$ cat config.mk
export PLATFORM = sky130hd
export DESIGN_NAME = unidade_load_store
export DESIGN_NICKNAME = d
export VERILOG_FILES = /design/src/rtl/pacote_memoria.sv /design/src/rtl/contador_timeout.sv /design/src/rtl/unidade_load_store.sv
export SDC_FILE = /design/constraint.sdc
export NUM_CORES = 1
export LEC_CHECK = 0
export CORE_ASPECT_RATIO = 1.2
export CORE_MARGIN = 4
export CORE_UTILIZATION = 53
export CTS_BUF_LIST = sky130_fd_sc_hd__clkbuf_16
export DETAILED_ROUTE_END_ITERATION = 7
export GPL_ROUTABILITY_DRIVEN = 0
export PLACE_DENSITY = 0.91
export SLEW_MARGIN = 30
export SYNTH_ARGS = -nofsm -noshare
export SYNTH_HDL_FRONTEND = slang
export SYNTH_SLANG_ARGS = --single-unit
$ cat constraint.sdc
create_clock -name clock -period 4 [get_ports clock]
set_clock_uncertainty 0.05 [all_clocks]
set_input_delay 0.8 -clock clock [delete_from_list [all_inputs] [get_ports clock]]
set_output_delay 0.8 -clock clock [all_outputs]
set_load 0.005 [all_outputs]
$ cat src/rtl/pacote_memoria.sv
// Shared types and constants for the load/store unit and its timeout counter.
package pacote_memoria;

    localparam int unsigned LARGURA_DADO   = 32;
    localparam int unsigned LARGURA_MEIA   = 16;
    localparam int unsigned LARGURA_CONT   = 8;
    localparam int unsigned TIMEOUT_PADRAO = 16;

    localparam logic TAM_MEIA    = 1'b0;
    localparam logic TAM_PALAVRA = 1'b1;

    typedef enum logic [1:0] {
        OCIOSO    = 2'd0,
        ACESSO0   = 2'd1,
        ACESSO1   = 2'd2,
        CONCLUIDO = 2'd3
    } estado_t;

    typedef struct packed {
        logic                    escrita;
        logic                    tamanho;
        logic [LARGURA_DADO-1:0] endereco;
        logic [LARGURA_DADO-1:0] dado;
    } pedido_t;

    // Halfwords need bit 0 clear; words need both low bits clear.
    function automatic logic desalinhado(input logic tamanho, input logic [1:0] endereco_baixo);
        if (tamanho == TAM_MEIA) begin
            return endereco_baixo[0];
        end
        return endereco_baixo != 2'b00;
    endfunction

endpackage

$ cat src/rtl/contador_timeout.sv
// Counts cycles spent waiting for a memory ack; expired flags the last allowed cycle.
module contador_timeout
    import pacote_memoria::*;
(
    input  logic                    clock,
    input  logic                    reset,
    input  logic                    clear,
    input  logic                    enable,
    input  logic [LARGURA_CONT-1:0] limit,
    output logic                    expired
);

    logic [LARGURA_CONT-1:0] contagem;

    always_ff @(posedge clock) begin
        if (reset) begin
            contagem <= '0;
        end else if (clear) begin
            contagem <= '0;
        end else if (enable && !expired) begin
            contagem <= contagem + LARGURA_CONT'(1);
        end
    end

    // Asserted during the limit-th wait cycle so an ack in that same cycle still wins.
    assign expired = enable && (contagem >= (limit - LARGURA_CONT'(1)));

endmodule

$ cat src/rtl/unidade_load_store.sv
// Load/store unit: splits 16/32-bit CPU accesses into halfword memory transactions.
module unidade_load_store
    import pacote_memoria::*;
#(
    parameter int unsigned TIMEOUT_CICLOS = TIMEOUT_PADRAO
) (
    input  logic                    clock,
    input  logic                    reset,
    input  logic                    cpu_req,
    input  logic                    cpu_escrita,
    input  logic                    cpu_tamanho,
    input  logic [LARGURA_DADO-1:0] cpu_endereco,
    input  logic [LARGURA_DADO-1:0] cpu_dado,
    output logic                    cpu_ocupado,
    output logic                    cpu_pronto,
    output logic                    cpu_erro,
    output logic [LARGURA_DADO-1:0] cpu_dado_lido,
    output logic                    mem_req,
    output logic                    mem_escrita,
    output logic [LARGURA_DADO-1:0] mem_endereco,
    output logic [LARGURA_MEIA-1:0] mem_dado_escrita,
    input  logic                    mem_ack,
    input  logic [LARGURA_MEIA-1:0] mem_dado_leitura
);

    localparam logic [LARGURA_CONT-1:0] LIMITE = LARGURA_CONT'(TIMEOUT_CICLOS);

    estado_t                 estado;
    estado_t                 proximo;
    pedido_t                 pedido;
    logic [LARGURA_MEIA-1:0] metade_baixa;
    logic                    em_acesso;
    logic                    limpar;
    logic                    expirou;

    assign em_acesso = (estado == ACESSO0) || (estado == ACESSO1);
    assign limpar    = (proximo != estado);

    contador_timeout u_contador (
        .clock   (clock),
        .reset   (reset),
        .clear   (limpar),
        .enable  (em_acesso),
        .limit   (LIMITE),
        .expired (expirou)
    );

    always_ff @(posedge clock) begin
        if (reset) begin
            estado <= OCIOSO;
        end else begin
            estado <= proximo;
        end
    end

    always_comb begin
        proximo = estado;
        case (estado)
            OCIOSO: begin
                if (cpu_req) begin
                    proximo = desalinhado(cpu_tamanho, cpu_endereco[1:0]) ? CONCLUIDO : ACESSO0;
                end
            end
            ACESSO0: begin
                if (mem_ack) begin
                    proximo = (pedido.tamanho == TAM_PALAVRA) ? ACESSO1 : CONCLUIDO;
                end else if (expirou) begin
                    proximo = CONCLUIDO;
                end
            end
            ACESSO1: begin
                if (mem_ack || expirou) begin
                    proximo = CONCLUIDO;
                end
            end
            CONCLUIDO: proximo = OCIOSO;
            default:   proximo = OCIOSO;
        endcase
    end

    always_comb begin
        mem_req          = 1'b0;
        mem_escrita      = 1'b0;
        mem_endereco     = '0;
        mem_dado_escrita = '0;
        cpu_ocupado      = (estado != OCIOSO);
        cpu_pronto       = (estado == CONCLUIDO);
        case (estado)
            ACESSO0: begin
                mem_req          = 1'b1;
                mem_escrita      = pedido.escrita;
                mem_endereco     = pedido.endereco;
                mem_dado_escrita = pedido.dado[LARGURA_MEIA-1:0];
            end
            ACESSO1: begin
                mem_req          = 1'b1;
                mem_escrita      = pedido.escrita;
                mem_endereco     = pedido.endereco + LARGURA_DADO'(2);
                mem_dado_escrita = pedido.dado[LARGURA_DADO-1:LARGURA_MEIA];
            end
            default: ;
        endcase
    end

    // Request latch and result capture; results hold until the next accepted request.
    always_ff @(posedge clock) begin
        if (reset) begin
            pedido        <= '0;
            metade_baixa  <= '0;
            cpu_erro      <= 1'b0;
            cpu_dado_lido <= '0;
        end else begin
            case (estado)
                OCIOSO: begin
                    if (cpu_req) begin
                        pedido.escrita  <= cpu_escrita;
                        pedido.tamanho  <= cpu_tamanho;
                        pedido.endereco <= cpu_endereco;
                        pedido.dado     <= cpu_dado;
                        cpu_erro        <= desalinhado(cpu_tamanho, cpu_endereco[1:0]);
                        cpu_dado_lido   <= '0;
                    end
                end
                ACESSO0: begin
                    if (mem_ack) begin
                        if (!pedido.escrita && pedido.tamanho == TAM_PALAVRA) begin
                            metade_baixa <= mem_dado_leitura;
                        end else if (!pedido.escrita) begin
                            cpu_dado_lido <= {{(LARGURA_DADO-LARGURA_MEIA){mem_dado_leitura[LARGURA_MEIA-1]}},
                                              mem_dado_leitura};
                        end
                    end else if (expirou) begin
                        cpu_erro      <= 1'b1;
                        cpu_dado_lido <= '0;
                    end
                end
                ACESSO1: begin
                    if (mem_ack) begin
                        if (!pedido.escrita) begin
                            cpu_dado_lido <= {mem_dado_leitura, metade_baixa};
                        end
                    end else if (expirou) begin
                        cpu_erro      <= 1'b1;
                        cpu_dado_lido <= '0;
                    end
                end
                default: ;
            endcase
        end
    end

endmodule

Yosys cells after proc, flatten, opt, wreduce, memory -nomap -nowiden

Cells that the tools add are included.

Bits in registers: 125
Word-level logic and storage cells: 72

Add/sub/neg operators: 2
$lt $le $gt $ge: 1
Eq/ne operators: 10
Mux-type cells: 32
Reduce and logical (&&, ||, !) cells: 18

Operators by type and width:

| cell                                                                   | count |
|---|---|
| 32-bit 2-to-1 mux                                                      | 7 |
| 32-bit one-hot mux with 3 select lines                                 | 1 |
| 32-bit one-hot mux with 2 select lines                                 | 1 |
| 32-bit by 2-bit adder with 32-bit output (second input constant)       | 1 |
| 16-bit one-hot mux with 2 select lines                                 | 1 |
| 1-bit 2-to-1 mux                                                       | 15 |
| 2-bit 2-to-1 mux                                                       | 5 |
| 3-bit != test (second input constant)                                  | 3 |
| 8-bit by 1-bit adder with 8-bit output (second input constant)         | 1 |
| 8-bit by 4-bit >= comparator with 1-bit output (second input constant) | 1 |
| 2-bit one-hot mux with 4 select lines                                  | 1 |
| 2-bit nonzero test                                                     | 3 |
| 5-bit AND reduction                                                    | 1 |
| 2-bit equality test (second input constant)                            | 2 |
| 2-bit != test (second input constant)                                  | 2 |
| 4-bit AND reduction                                                    | 1 |
| 2-bit OR reduction                                                     | 2 |
| 1-bit logical AND                                                      | 3 |
| 3-bit AND reduction                                                    | 1 |
| 3-bit nonzero test                                                     | 1 |
| 2-bit by 1-bit equality test with 1-bit output (second input constant) | 1 |
| 1-bit zero test                                                        | 2 |
| 2-bit zero test                                                        | 1 |
| 1-bit logical OR                                                       | 2 |
| 4 further kinds                                                        | 4 |

Longest topological paths before layout

Depth after elaboration: 11
Mapped depth: 9
Mapped depth without buffers: 7

By module

A second synthesis with hierarchy kept.

Cell total of the unflattened synthesis: 937
Area, all modules: 7,134.3 um^2

Modules (own cells, without submodules):

| module             | times used | cells an instance | area an instance (um^2) | sequential area each (um^2) |
|---|---|---|---|---|
| unidade_load_store | 1          | 849               | 6,397.4                 | 2,342.2 |
| contador_timeout   | 1          | 88                | 737.0                   | 160.2 |

Worst setup path before layout

Ideal clock, no wire load.

Path kind: register to output
From: reg estado[1]
To: out mem_endereco[28]
Arrival: 1.978 ns
Data required time: 3.150 ns
Setup slack: 1.172 ns
Cell stages (with the launch flop): 9
Path through: dfxtp_1 > inv_1 > ha_1 > inv_1 > clkbuf_1 > nor2_1 > nand3_1 > or3_1 > nand3_1

Longest elaborated chain between the ends: 2

RTL lines:

| element                                                                               | line                     | source |
|---|---|---|
| from (decl)                                                                           | unidade_load_store.sv:28 | `estado_t estado;` |
| from (signal assigned)                                                                | unidade_load_store.sv:52 | `estado <= proximo;` |
| 2-bit equality test or 2-bit by 1-bit equality test with 1-bit output (tied branches) | unidade_load_store.sv:88 | `case (estado)` |
| 32-bit one-hot mux with 2 select lines (*)                                            | unidade_load_store.sv:88 |  |
| to (decl)                                                                             | unidade_load_store.sv:20 | `output logic [LARGURA_DADO-1:0] mem_endereco,` |

Every way passes the cells marked *; elsewhere a longest branch is shown, timed or not.

Worst setup path in the final report

From: reg pedido[33] in the netlist's numbering
To: out mem_endereco[23]

Longest elaborated chain between the ends: 2

RTL lines:

| element                                  | line                     | source |
|---|---|---|
| from (decl)                              | unidade_load_store.sv:30 | `pedido_t pedido;` |
| 32-bit by 2-bit adder with 32-bit output | unidade_load_store.sv:98 | `mem_endereco = pedido.endereco + LARGURA_DADO'(2);` |
| 32-bit one-hot mux with 2 select lines   | unidade_load_store.sv:88 |  |

Every way passes these cells.

==> qor.csv <==
metric,value,unit
postSynthNetCount,992,
post-dp-hpwl,13200,microns
rsz0062_at_grt,false,
critical_path.startpoint,pedido[33],
num-nets-final,1129,
die_w,109,microns
required,3.15,ns
startpoint_type,flip-flop,
final_common_cell,nand2_1,
diodes,0,
via_per_inst,5.89,
maxCapViolCount,0,
wl,20200,microns
syn-instance-count,898,
worstMarginPinSlew,0.798,ns
cts_buffer_depth,2,
path_max_fanout,12,
drv_slew,0,
p_leak,3.33,nW
cp_slowest_cell,or4_1,
grt_use_total,28.5,%
synthFlopType,dfxtp_1,
synth_area,0.00648,sq mm
worstReg2RegStart,estado[1],
cp_slowest_stage_delay,0.50,ns
synth_edf_count,0,
clk_latency,0.42,ns
path_cells,ha_1 -> nand3_1 -> nor4_2 -> nand2_2 -> or4_1 -> nand3_1 -> clkdlybuf4s50_1,
setup_viol,0,
grt_overflow_total,0,
fin_setup_tns,0,ns
vdd_drop_max,0.445,mV
cts_htree_levels,4,
drt-pass1-iter-count,5,
finalHoldViolations,0,
hold_slack,0.390,ns
drt-wirelength-per-cell,16.7,microns
async_flop_share,0,%
placedCellCount,1173,
ios,171,
final_area,0.00886,sq mm
die_area,0.0141,sq mm
cts_buffers,17,
path_clk_slew,0.06,ns
relSlewSlack,46.8,%
portBuffers,170,
num_vias,7099,
power_density,595,mW/mm^2
min_period,3.79,ns
final_antenna_net_count,0,
final_cells,1205,
drt-initial-drc-count,838,
drive_gt1_share,6.68,%
place_area,0.00825,sq mm
reg2reg_slack,1.23,ns
drc_errors,0,
synth_warnings,0,
arrival,2.94,ns
core,0.0118,sq mm
syn-mean-instance-area,7.21,sq um
area_delta_synth_final,36.7,%
root_buffer,clkbuf_16,
period_share,94.8,%
rows,43,
synth_seq_area_share,38.6,%
cts_hold_buffers,0,
initial_core_util,55.0,%
synth-seq-cells,125,
critPathKind,flip-flop to output port,
cts_sinks,125,
worstRegToRegCells,11,
cp-endpoint,mem_endereco[23],
cts_tree,done,
grt_pass1_wl,32300,microns
grt_max_degree,100,
cpMostUsedCell,nand3_1,
synth_cell_types,57,
r2r-end,cpu_dado_lido[19],
hold_path.class,flip-flop to flip-flop,
power,0.00527,W
endpoint_kind,output port,
grt_pass1_vias,6631,
die_h,129,microns
max_freq,264,MHz
status,"finished, final reports clean",
grt_antenna_before_repair,1,
most-common-layout-cells,"nand2_1 (214), clkdlybuf4s50_1 (169), a21oi_1 (131), dfxtp_1 (123), o21ai_0 (60)",
-- cell usage after synthesis (2+ instances only) --
master	count	area (sq um)
a41oi_1	2	17.5
or4_1	4	30.0
a31oi_1	7	43.8
nand2_1	217	815
a211oi_1	2	15.0
o41ai_1	2	17.5
clkbuf_1	51	191
nand4b_1	3	26.3
mux2i_1	2	20.0
inv_1	18	67.6
nand3_1	24	120
o211a_1	17	170
nand2b_1	17	106
o21a_1	2	15.0
nor3b_1	3	22.5
and2_1	20	125
ha_1	8	100
nor4_1	2	12.5
dfxtp_1	125	2500
buf_1	5	18.8
nand4_1	9	56.3
buf_2	10	50.1
o21ai_0	60	300
o311ai_0	7	61.3
nor3_1	7	35.0
nor2_1	59	221
o21ai_1	6	30.0
and4_1	2	17.5
o31ai_1	6	45.0
a22oi_1	17	128
nand4_2	2	25.0
or3_1	3	18.8
a21o_1	5	37.5
o211ai_1	21	158
a21oi_1	131	656
-- routing by layer --
layer | vias to the layer above | wire length [microns] | global-route usage [%]
li1 | 3424 | - | -
met1 | 3293 | 7880 | 35.0
met2 | 337 | 9960 | 48.0
met3 | 43 | 1850 | 8.52
met4 | 2 | 440 | 9.06
met5 | - | 13 | 0
-- registers in the layout, summed over array words and instances, names as in the netlist --
signal               flops
cpu_dado_lido           32
cpu_erro                 1
estado                   2
metade_baixa            16
pedido                  66
u_contador.contagem      8
-- final cells by class --
class	instances	area (sq um)
Multi-Input combinational cell	685	3660
Fill cell	844	2930
Sequential cell	125	2500
Timing Repair Buffer	186	1840
Clock buffer	17	425
Tap cell	157	196
Clock inverter	15	150
Inverter	20	75.1
-- worst min path at each step --
stage / startpoint / endpoint / slack (ns) / cells after the start
floorplan: u_contador.contagem[6] / u_contador.contagem[6] / 0.37 / 2
global placement: u_contador.contagem[7] / u_contador.contagem[7] / 0.38 / 2
detailed placement: u_contador.contagem[7] / u_contador.contagem[7] / 0.38 / 2
CTS: u_contador.contagem[7] / u_contador.contagem[7] / 0.39 / 2
global route: u_contador.contagem[7] / u_contador.contagem[7] / 0.41 / 2
finish: u_contador.contagem[7] / u_contador.contagem[7] / 0.39 / 2
-- kinds of logic (layout without fill, tap and decap cells) --
logic type,count (synthesis),count (layout),synth area share [%]
simple gates,382,382,26.8
compound gates,291,291,27.0
flops,125,125,38.6
buf+inv,88,238,5.47
fa+ha+maj,8,8,1.55
xor+xnor,2,2,0.271
mux,2,2,0.309
-- stage by stage --
stage | setup WS, ns | util (%)
final | 0.209 | 75.2
after global routing | 0.0616 | 75.2
after CTS | 0.0425 | 74.9
after detailed placement | 0.487 | 70.1
after global placement | 0.581 | 70.1
after floorplan | 1.17 | -
-- report_power, final --
| group | internal [W] | switching, W | leakage (nW) |
|---|---|---|---|
| clock network | 0.000914 | 0.000578 | 0.286 |
| logic | 0.000824 | 0.00131 | 2.02 |
| registers | 0.00146 | 0.000190 | 1.02 |
| total | 0.00319 | 0.00207 | 3.33 |
-- worst max-delay path, delay by kind of cell, from the launching register on --
family                   cells  cell delay [ns]
AND/OR/NAND/NOR              5             1.30
buffers and inverters        1             0.50
flip-flops                   1             0.46
adder cells (fa/ha/maj)      1             0.26
-- repair_timing --
| action | CTS | global route |
|---|---|---|
| buffers inserted | 0 | 0 |
| setup endpoints to repair | 0 | 12 |
| resized for setup | 0 | 9 |
No activity file was read; power rests on OpenSTA's default activity.
